$ cat src/rtl/udma_i2s_pkg.sv
// Shared I2S/uDMA definitions: packing modes and per-mode lane geometry.
package udma_i2s_pkg;

    localparam int unsigned WordW = 32;

    typedef enum logic [1:0] {
        PackW32  = 2'd0,
        PackH16  = 2'd1,
        PackB8   = 2'd2,
        PackRsvd = 2'd3
    } pack_mode_e;

    // Lanes per output word; the reserved encoding behaves as 1x32.
    function automatic logic [2:0] lane_count(input logic [1:0] mode);
        case (pack_mode_e'(mode))
            PackH16: return 3'd2;
            PackB8:  return 3'd4;
            default: return 3'd1;
        endcase
    endfunction

    // Lane width in bits (WordW / lane_count).
    function automatic logic [5:0] lane_width(input logic [1:0] mode);
        case (pack_mode_e'(mode))
            PackH16: return 6'd16;
            PackB8:  return 6'd8;
            default: return 6'd32;
        endcase
    endfunction

endpackage

$ cat src/rtl/i2s_rx_packer_if.sv
// Sample-in / word-out stream bundle for the I2S RX packer.
// Signal suffixes are relative to the packer (slave side).
interface i2s_rx_packer_if;
    logic [31:0] data_i;
    logic        valid_i;
    logic        ready_o;
    logic [31:0] data_o;
    logic        valid_o;
    logic        ready_i;
    logic        err_o;

    modport slave (
        input  data_i, valid_i, ready_i,
        output ready_o, data_o, valid_o, err_o
    );

    modport master (
        output data_i, valid_i, ready_i,
        input  ready_o, data_o, valid_o, err_o
    );
endinterface

$ cat src/rtl/i2s_rx_packer.sv
// Packs 1, 2 or 4 left-justified audio samples into 32-bit words.
// Samples fill lanes from the LSB upward; a completed word sits in a single
// output register until the consumer takes it.
module i2s_rx_packer
    import udma_i2s_pkg::*;
(
    input  logic              clk_i,
    input  logic              rst_i,
    input  logic              cfg_en_i,
    input  logic [4:0]        cfg_wlen_i,
    input  logic [1:0]        cfg_mode_i,
    i2s_rx_packer_if.slave    bus
);

    // Left-justify the sample at bit 31, then keep only its top lw bits.
    function automatic logic [31:0] lane_extract(input logic [31:0] data,
                                                 input logic [4:0]  wlen,
                                                 input logic [5:0]  lw);
        logic [31:0] shl;
        shl = data << (5'd31 - wlen);
        return shl >> (6'd32 - lw);
    endfunction

    logic [31:0] acc_q;
    logic [1:0]  cnt_q;
    logic [31:0] data_q;
    logic        valid_q;

    logic [2:0]  lanes_n;
    logic [5:0]  lane_w;
    logic [5:0]  lane_shift;
    logic        last_lane;
    logic [31:0] placed;
    logic        ready;
    logic        in_xfer;
    logic        out_xfer;

    // Lane geometry, handshakes and the shifted lane for the current sample.
    always_comb begin
        lanes_n    = lane_count(cfg_mode_i);
        lane_w     = lane_width(cfg_mode_i);
        last_lane  = (cnt_q == 2'(lanes_n - 3'd1));
        lane_shift = {4'd0, cnt_q} * lane_w;
        placed     = lane_extract(bus.data_i, cfg_wlen_i, lane_w) << lane_shift;
        // A completing sample may enter only if the output slot frees this cycle.
        ready      = cfg_en_i & (~last_lane | ~valid_q | bus.ready_i);
        in_xfer    = bus.valid_i & ready;
        out_xfer   = valid_q & bus.ready_i;
    end

    assign bus.ready_o = ready;
    assign bus.data_o  = data_q;
    assign bus.valid_o = valid_q;
    assign bus.err_o   = cfg_en_i & bus.valid_i & ~ready;

    // Accumulator, lane counter and output register; reset wins over transfers.
    always_ff @(posedge clk_i) begin
        if (rst_i) begin
            acc_q   <= '0;
            cnt_q   <= '0;
            data_q  <= '0;
            valid_q <= 1'b0;
        end else begin
            if (out_xfer) begin
                valid_q <= 1'b0;
            end
            if (!cfg_en_i) begin
                // Disabling discards any partial word; a finished word still drains.
                acc_q <= '0;
                cnt_q <= '0;
            end else if (in_xfer) begin
                if (last_lane) begin
                    data_q  <= acc_q | placed;
                    valid_q <= 1'b1;
                    acc_q   <= '0;
                    cnt_q   <= '0;
                end else begin
                    acc_q <= acc_q | placed;
                    cnt_q <= cnt_q + 2'd1;
                end
            end
        end
    end

endmodule
$ cat src/flat_wrapper.sv
// flat-port wrapper written by rule: the top's interface ports become plain ports
module i2s_rx_packer_flat import udma_i2s_pkg::*;
  (clk_i, rst_i, cfg_en_i, cfg_wlen_i, cfg_mode_i, bus_data_i, bus_valid_i, bus_ready_i, bus_ready_o, bus_data_o, bus_valid_o, bus_err_o);
  i2s_rx_packer_if bus_i ();
  input  logic clk_i;
  input  logic rst_i;
  input  logic cfg_en_i;
  input  logic [4:0] cfg_wlen_i;
  input  logic [1:0] cfg_mode_i;
  input wire logic [$bits(bus_i.data_i)-1:0] bus_data_i;
  input wire logic [$bits(bus_i.valid_i)-1:0] bus_valid_i;
  input wire logic [$bits(bus_i.ready_i)-1:0] bus_ready_i;
  output wire logic [$bits(bus_i.ready_o)-1:0] bus_ready_o;
  output wire logic [$bits(bus_i.data_o)-1:0] bus_data_o;
  output wire logic [$bits(bus_i.valid_o)-1:0] bus_valid_o;
  output wire logic [$bits(bus_i.err_o)-1:0] bus_err_o;
  assign bus_i.data_i = bus_data_i;
  assign bus_i.valid_i = bus_valid_i;
  assign bus_i.ready_i = bus_ready_i;
  assign bus_ready_o = bus_i.ready_o;
  assign bus_data_o = bus_i.data_o;
  assign bus_valid_o = bus_i.valid_o;
  assign bus_err_o = bus_i.err_o;
  i2s_rx_packer u_core (.clk_i(clk_i), .rst_i(rst_i), .cfg_en_i(cfg_en_i), .cfg_wlen_i(cfg_wlen_i), .cfg_mode_i(cfg_mode_i), .bus(bus_i));
endmodule
$ cat config.mk
export PLATFORM = sky130hd
export DESIGN_NAME = i2s_rx_packer_flat
export DESIGN_NICKNAME = d
export VERILOG_FILES = /design/src/rtl/udma_i2s_pkg.sv /design/src/rtl/i2s_rx_packer_if.sv /design/src/rtl/i2s_rx_packer.sv /design/src/flat_wrapper.sv
export SDC_FILE = /design/constraint.sdc
export NUM_CORES = 1
export LEC_CHECK = 0
export ABC_AREA = 1
export BUFFER_PORTS_ARGS = -buffer_cell sky130_fd_sc_hd__buf_4
export CAP_MARGIN = 5
export CORE_MARGIN = 4
export CORE_UTILIZATION = 59
export CTS_BUF_LIST = sky130_fd_sc_hd__clkbuf_4 sky130_fd_sc_hd__clkbuf_8 sky130_fd_sc_hd__clkbuf_16
export DETAILED_ROUTE_END_ITERATION = 8
export GPL_ROUTABILITY_DRIVEN = 1
export GPL_TIMING_DRIVEN = 0
export PLACE_DENSITY = 0.89
export SYNTH_ARGS = -nofsm -noshare
export SYNTH_HDL_FRONTEND = slang
export SYNTH_SLANG_ARGS = --single-unit
$ cat constraint.sdc
create_clock -name clk_i -period 3.6 [get_ports clk_i]
set_input_delay 0.36 -clock clk_i [delete_from_list [all_inputs] [get_ports clk_i]]
set_output_delay 0.36 -clock clk_i [all_outputs]
set_load 0.02 [all_outputs]
# == Word-level counts from Yosys, hierarchy flattened ==
# Index checks and enable logic that the tools add are counted.
# op_classes
shifts,3
mul,1
n_reduce_logical,2
bitwise,12
mux,8
addsub,4
eq_ne,3
# op_table
op,count
two-way mux 32 bit,1
bitwise OR 32 bit,1
<< shifter 32 x 5 -> 32 bit,1
<< shifter 32 x 6 -> 32 bit,1
right shift 32 x 6 -> 32 bit,1
one-hot mux 6 bit (2 select lines),1
multiplier 2 x 6 -> 6 bit,1
subtractor 6 bit (first input constant),1
bitwise AND 1 bit,5
subtractor 5 bit (first input constant),1
two-way mux 1 bit,4
inverter 1 bit,4
one-hot mux 2 bit (2 select lines),1
AND reduction 3 bit,1
adder 2 x 1 -> 2 bit (second input constant),1
== test 2 x 1 -> 1 bit (second input constant),1
== test 2 bit,1
== test 2 bit (second input constant),1
two-way mux 2 bit,1
bitwise OR 1 bit,2
OR reduction 2 bit,1
subtractor 2 x 1 -> 2 bit (second input constant),1
# word_totals
input_bits,44
output_inout_bits,35
reg_bits,67
elab_cells,37

# == Longest topological paths before layout ==
# depth
word_depth,11
depth_mapped,19
mapped_depth_nobuf,17

# == Worst setup path after synthesis ==
# OpenSTA, ideal clock, no wires.
# synth_path
path_type,input-to-reg
from,input cfg_mode_i[0]
to,register u_core.data_q[4] (netlist: u_core.bus.data_o[4])
required_ns,3.484
t_arrival_ns,2.510
stages,16
path_buffers,4
setup_ns,0.116
slack_ns,0.974
cell_sequence,inv_1 > ha_1 > buf_2 > clkbuf_1 > nand2_1 > inv_1 > ha_1 > clkbuf_1 > clkinv_1 > nand2_4 > inv_2 > buf_2 > nand3_1 > nand3_1 > o211ai_1 > inv_1
# synth_between
elab_chain_cells,10
word_cells_on_any_way,17
cone_classes,2 x add/sub; 1 x mul; 3 x eq/ne; 2 x shift; 2 x mux; 6 x bitwise; 1 x reduce/logical
# synth_rtl
item,line,rtl
from (decl),flat_wrapper.sv:9,input logic [1:0] cfg_mode_i;
branches (longest 10 deep; another with multiplier 2 x 6 -> 6 bit),-,
to (signal assigned),i2s_rx_packer.sv:73,data_q <= acc_q | placed;
to (decl),i2s_rx_packer.sv:26,logic [31:0] data_q;
# Parallel ways; which one is timed is not known.
# A chain may end at the register's enable or synchronous reset.

# == Final worst setup path ==
# layout_path
from,input cfg_mode_i[0]
to,register u_core.data_q[5] (netlist: u_core.bus.data_o[5])
# The elaborated chain is that of the path after synthesis.

==> impl_metrics.prom <==
# TYPE chip_impl_metric gauge
chip_impl_info{name="outcome",value="completed"} 1
chip_impl_info{name="crit_slowest_cell",value="clkinv_1"} 1
chip_impl_metric{name="worst-r2r-cell-count",unit=""} 12
chip_impl_info{name="timing.setup.critical_path_class",value="in2reg"} 1
chip_impl_metric{name="maxClockFrequency",unit="MHz"} 298
chip_impl_metric{name="final_cell_count_no_fill",unit=""} 1150
chip_impl_metric{name="critical_path_required",unit="ps"} 3840
chip_impl_info{name="tritoncts_clock_tree",value="yes"} 1
chip_impl_info{name="final_cell_mix",value="304 x nand3_1, 255 x nand2_1, 89 x inv_1"} 1
chip_impl_metric{name="worst-slew-pin-transition",unit="ps"} 686
chip_impl_metric{name="insertion_delay",unit="ps"} 350
chip_impl_metric{name="design.final.nets",unit=""} 1083
chip_impl_metric{name="logic_gate_share_of_total_power",unit=""} 0.339
chip_impl_metric{name="leakage_power_summed_over_all_cells",unit="nW"} 3.19
chip_impl_metric{name="grt_antenna_before_repair",unit=""} 0
chip_impl_metric{name="initial_core_util",unit=""} 0.603
chip_impl_metric{name="placed_cells_incl_taps",unit=""} 1134
chip_impl_metric{name="synth.lib_cells_used.distinct",unit=""} 34
chip_impl_metric{name="post_cts_buffers",unit=""} 0
chip_impl_metric{name="regToRegSetupSlack",unit="ps"} 860
chip_impl_metric{name="cts_repair_resize_count",unit=""} 0
chip_impl_metric{name="finalMaxSlewViolations",unit=""} 0
chip_impl_metric{name="path_max_fanout",unit=""} 10
chip_impl_metric{name="grt_remaining_overflow",unit=""} 0
chip_impl_metric{name="n_antenna_cell",unit=""} 0
chip_impl_metric{name="crit_path_depth",unit=""} 17
chip_impl_metric{name="wire_length_of_the_first_global_routing_pass",unit="mm"} 32.0
chip_impl_metric{name="die_width",unit="um"} 105
chip_impl_info{name="timing.rr.start",value="u_core.cnt_q[0]"} 1
chip_impl_metric{name="cellInternalPower",unit="W"} 0.00135
chip_impl_metric{name="final_min_period_over_clock_period",unit=""} 0.932
chip_impl_info{name="cts_root_buf",value="clkbuf_8"} 1
chip_impl_metric{name="cts_buffers",unit=""} 9
chip_impl_info{name="regToRegEndpoint",value="u_core.bus.data_o[5]"} 1
chip_impl_metric{name="detail_route.drc_violations",unit=""} 0
chip_impl_metric{name="maximum_clock_insertion_buffer_count",unit=""} 2
chip_impl_info{name="cp-start-kind",value="primary input"} 1
chip_impl_info{name="cp-startpoint",value="cfg_mode_i[0]"} 1
chip_impl_metric{name="detail-route-antenna-nets",unit=""} 0
chip_impl_info{name="critical_path.top_delay_family",value="buffers and inverters"} 1
chip_impl_metric{name="crit_path_max_incr_delay",unit="ps"} 510
chip_impl_metric{name="hold_violations",unit=""} 0
chip_impl_metric{name="cts.htree.levels",unit=""} 3
chip_impl_metric{name="port_buffers",unit=""} 76
chip_impl_metric{name="vias",unit=""} 6966
chip_impl_metric{name="count_of_fill_cells_added_during_filler_insertion",unit=""} 845
chip_impl_metric{name="detailedRoute.firstPassIterationCount",unit=""} 7
chip_impl_metric{name="tritoncts_num_sinks",unit=""} 67
chip_impl_info{name="worstSetupEndpointType",value="register"} 1
chip_impl_metric{name="synth_fp_nets",unit=""} 996
chip_impl_info{name="synth-main-ff-cell",value="dfxtp_1"} 1
chip_impl_info{name="setup.worst_path.end",value="u_core.bus.data_o[5]"} 1
chip_impl_metric{name="drt-total-wl",unit="mm"} 19.4
chip_impl_metric{name="sw_frac_of_total",unit=""} 0.386
chip_impl_metric{name="arrival_time_of_data_at_the_critical_path_endpoint",unit="ps"} 3600
chip_impl_metric{name="worst_setup_skew_after_layout",unit="ps"} 10.3
chip_impl_metric{name="grt_start_max_net_pins",unit=""} 15
chip_impl_metric{name="number_of_synthesized_flops_with_an_enable_pin",unit=""} 0
chip_impl_metric{name="yosys_warnings",unit=""} 0
chip_impl_metric{name="syn_avg_cell_area",unit="sq um"} 5.83
chip_impl_metric{name="ys_ff_latch",unit=""} 67
chip_impl_metric{name="timing.slew.headroom",unit=""} 0.541
chip_impl_metric{name="powerDensity",unit="nW/um^2"} 343
chip_impl_info{name="cp_cell_sequence",value="buf_4 -> inv_1 -> ha_1 -> buf_2 -> clkbuf_1 -> nand2_1 -> inv_1 -> ha_1 -> clkbuf_1 -> clkinv_1 -> nand2_4 -> inv_2 -> buf_2 -> nand3_1 -> nand3_1 -> o211ai_1 -> inv_1"} 1
chip_impl_metric{name="detail_route.vias_per_cell",unit=""} 6.06
chip_impl_metric{name="final-setup-viol-count",unit=""} 0
chip_impl_metric{name="postPlaceCellArea",unit="sq um"} 6230
chip_impl_metric{name="io_pins",unit=""} 79
chip_impl_metric{name="whs",unit="ps"} 175
chip_impl_metric{name="sequentialPowerShare",unit=""} 0.356
chip_impl_info{name="rsz0062_at_grt",value="no"} 1
chip_impl_metric{name="fraction_of_final_layout_cells_with_drive_strength_greater_than_1",unit=""} 0.129
chip_impl_metric{name="totalNegativeSetupSlack",unit="ps"} 0
chip_impl_metric{name="vdd.ir_drop.worst",unit="mV"} 0.336
chip_impl_metric{name="utilization",unit=""} 0.703
chip_impl_metric{name="p_clk_frac",unit=""} 0.305
chip_impl_metric{name="rows",unit=""} 35
chip_impl_info{name="worst_path_most_repeated_cell",value="inv_1"} 1
chip_impl_metric{name="drv_cap",unit=""} 0
chip_impl_metric{name="gpl.final_weighted_congestion",unit=""} 1.04
chip_impl_metric{name="die-height",unit="um"} 105
chip_impl_metric{name="register_clock_pin_slew_on_the_reported_worst_setup_and_hold_paths",unit="ps"} 80
chip_impl_metric{name="yosysSeqAreaShare",unit=""} 0.243
chip_impl_metric{name="finish.instance_area",unit="sq um"} 6440
chip_impl_metric{name="switchingPower",unit="W"} 0.000853
chip_impl_metric{name="drt-initial-drc-count",unit=""} 648
chip_impl_metric{name="worstPathBufferInverterCount",unit=""} 10
chip_impl_metric{name="vias_in_the_first_global_route",unit=""} 6576
chip_impl_metric{name="mappedNetlistArea",unit="sq um"} 5520
chip_impl_metric{name="synthCells",unit=""} 947
chip_impl_info{name="mostFrequentLayoutCell",value="nand3_1"} 1
chip_impl_metric{name="period_needed",unit="ps"} 3360
chip_impl_metric{name="detailedPlacementHpwl",unit="mm"} 15.5
chip_impl_info{name="hp-class",value="in2reg"} 1
chip_impl_metric{name="die-area",unit="sq um"} 11000
chip_impl_metric{name="area_growth_syn_to_layout",unit="%"} 16.6
chip_impl_metric{name="asyncSetResetFlopFracSynth",unit=""} 0
chip_impl_metric{name="hold_buffers",unit=""} 0
chip_impl_metric{name="design.core.area",unit="sq um"} 9150
chip_impl_metric{name="track_usage",unit=""} 0.355
chip_impl_metric{name="routedWlPerCell",unit="um"} 16.8
[how the worst min path moves through the flow]
stage / startpoint / to / cells past startpoint / slack [ps]
finish: rst_i / u_core.bus.valid_o / 2 / 180
global route: rst_i / u_core.bus.valid_o / 2 / 180
detailed placement: u_core.acc_q[15] / u_core.acc_q[15] / 2 / 460
global placement: u_core.acc_q[17] / u_core.acc_q[17] / 2 / 450
floorplan: rst_i / u_core.bus.valid_o / 1 / 430
CTS: rst_i / u_core.bus.valid_o / 2 / 170
[Yosys cell counts, types with 4 or more instances]
master    count  area, sq um
nand3_1     304         1520
nand2_1     255          957
inv_1        89          334
dfxtp_1      67         1340
a21oi_1      46          230
o21ai_0      33          165
clkbuf_1     27          101
o21a_1       24          180
buf_2        18         90.1
nor2_1       17         63.8
o211ai_1     10         75.1
buf_1         7         26.3
nand4_1       6         37.5
ha_1          5         62.6
o21ai_1       4         20.0
[flip-flops by register name, indices dropped and copies added, names as in the netlist]
name	cells
u_core.bus.valid_o	1
u_core.bus.data_o	32
u_core.acc_q	32
u_core.cnt_q	2
[per-stage QoR]
step | total power (W) | setup WS, ps
2_1_floorplan | 0.00129 | 974
6_report | 0.00221 | 244
5_1_grt | 0.00232 | 26.1
4_1_cts | 0.00219 | 279
3_5_place_dp | 0.00153 | -41.9
3_3_place_gp | 0.00152 | -115
[kinds of logic (layout without fill, tap and decap cells)]
group / after synthesis / after routing / share of synthesized area
AND/OR/NAND/NOR: 590 / 590 / 0.479
buffers and inverters: 154 / 246 / 0.115
AO/OA/AOI/OAI: 129 / 129 / 0.143
flip-flops: 67 / 67 / 0.243
adder cells (fa/ha/maj): 5 / 5 / 0.0113
XOR/XNOR: 2 / 2 / 0.00794
[layer usage]
metal | wire, um | global-route usage | part of all wire | vias up
met5 | 0 | 0 | 0 | -
met4 | 1000 | 0.175 | 0.052 | 0
met3 | 1680 | 0.0544 | 0.087 | 81
met2 | 8960 | 0.602 | 0.46 | 393
met1 | 7730 | 0.437 | 0.40 | 3135
li1 | - | - | - | 3357
[power groups by stage]
stage	Sequential (W)	Clock (W)	Combinational, W
after floorplan	0.000829	0	0.000462
after global placement	0.000802	0	0.000716
after detailed placement	0.000803	0	0.000724
after CTS	0.000786	0.000674	0.000728
after global routing	0.000790	0.000709	0.000820
final	0.000786	0.000673	0.000748
[cell type report]
class                   instances  area [sq um]  share of cell area
plain buffers                  58           274              0.0426
clock inverters                 7          82.6              0.0128
multi-input cells             726          3540               0.550
inverters                      96           363              0.0564
well taps                     111           139              0.0216
repair buffers                 76           571              0.0886
clock buffers                   9           124              0.0192
flip-flops and latches         67          1340               0.208
(Power assumes the default switching activity.)
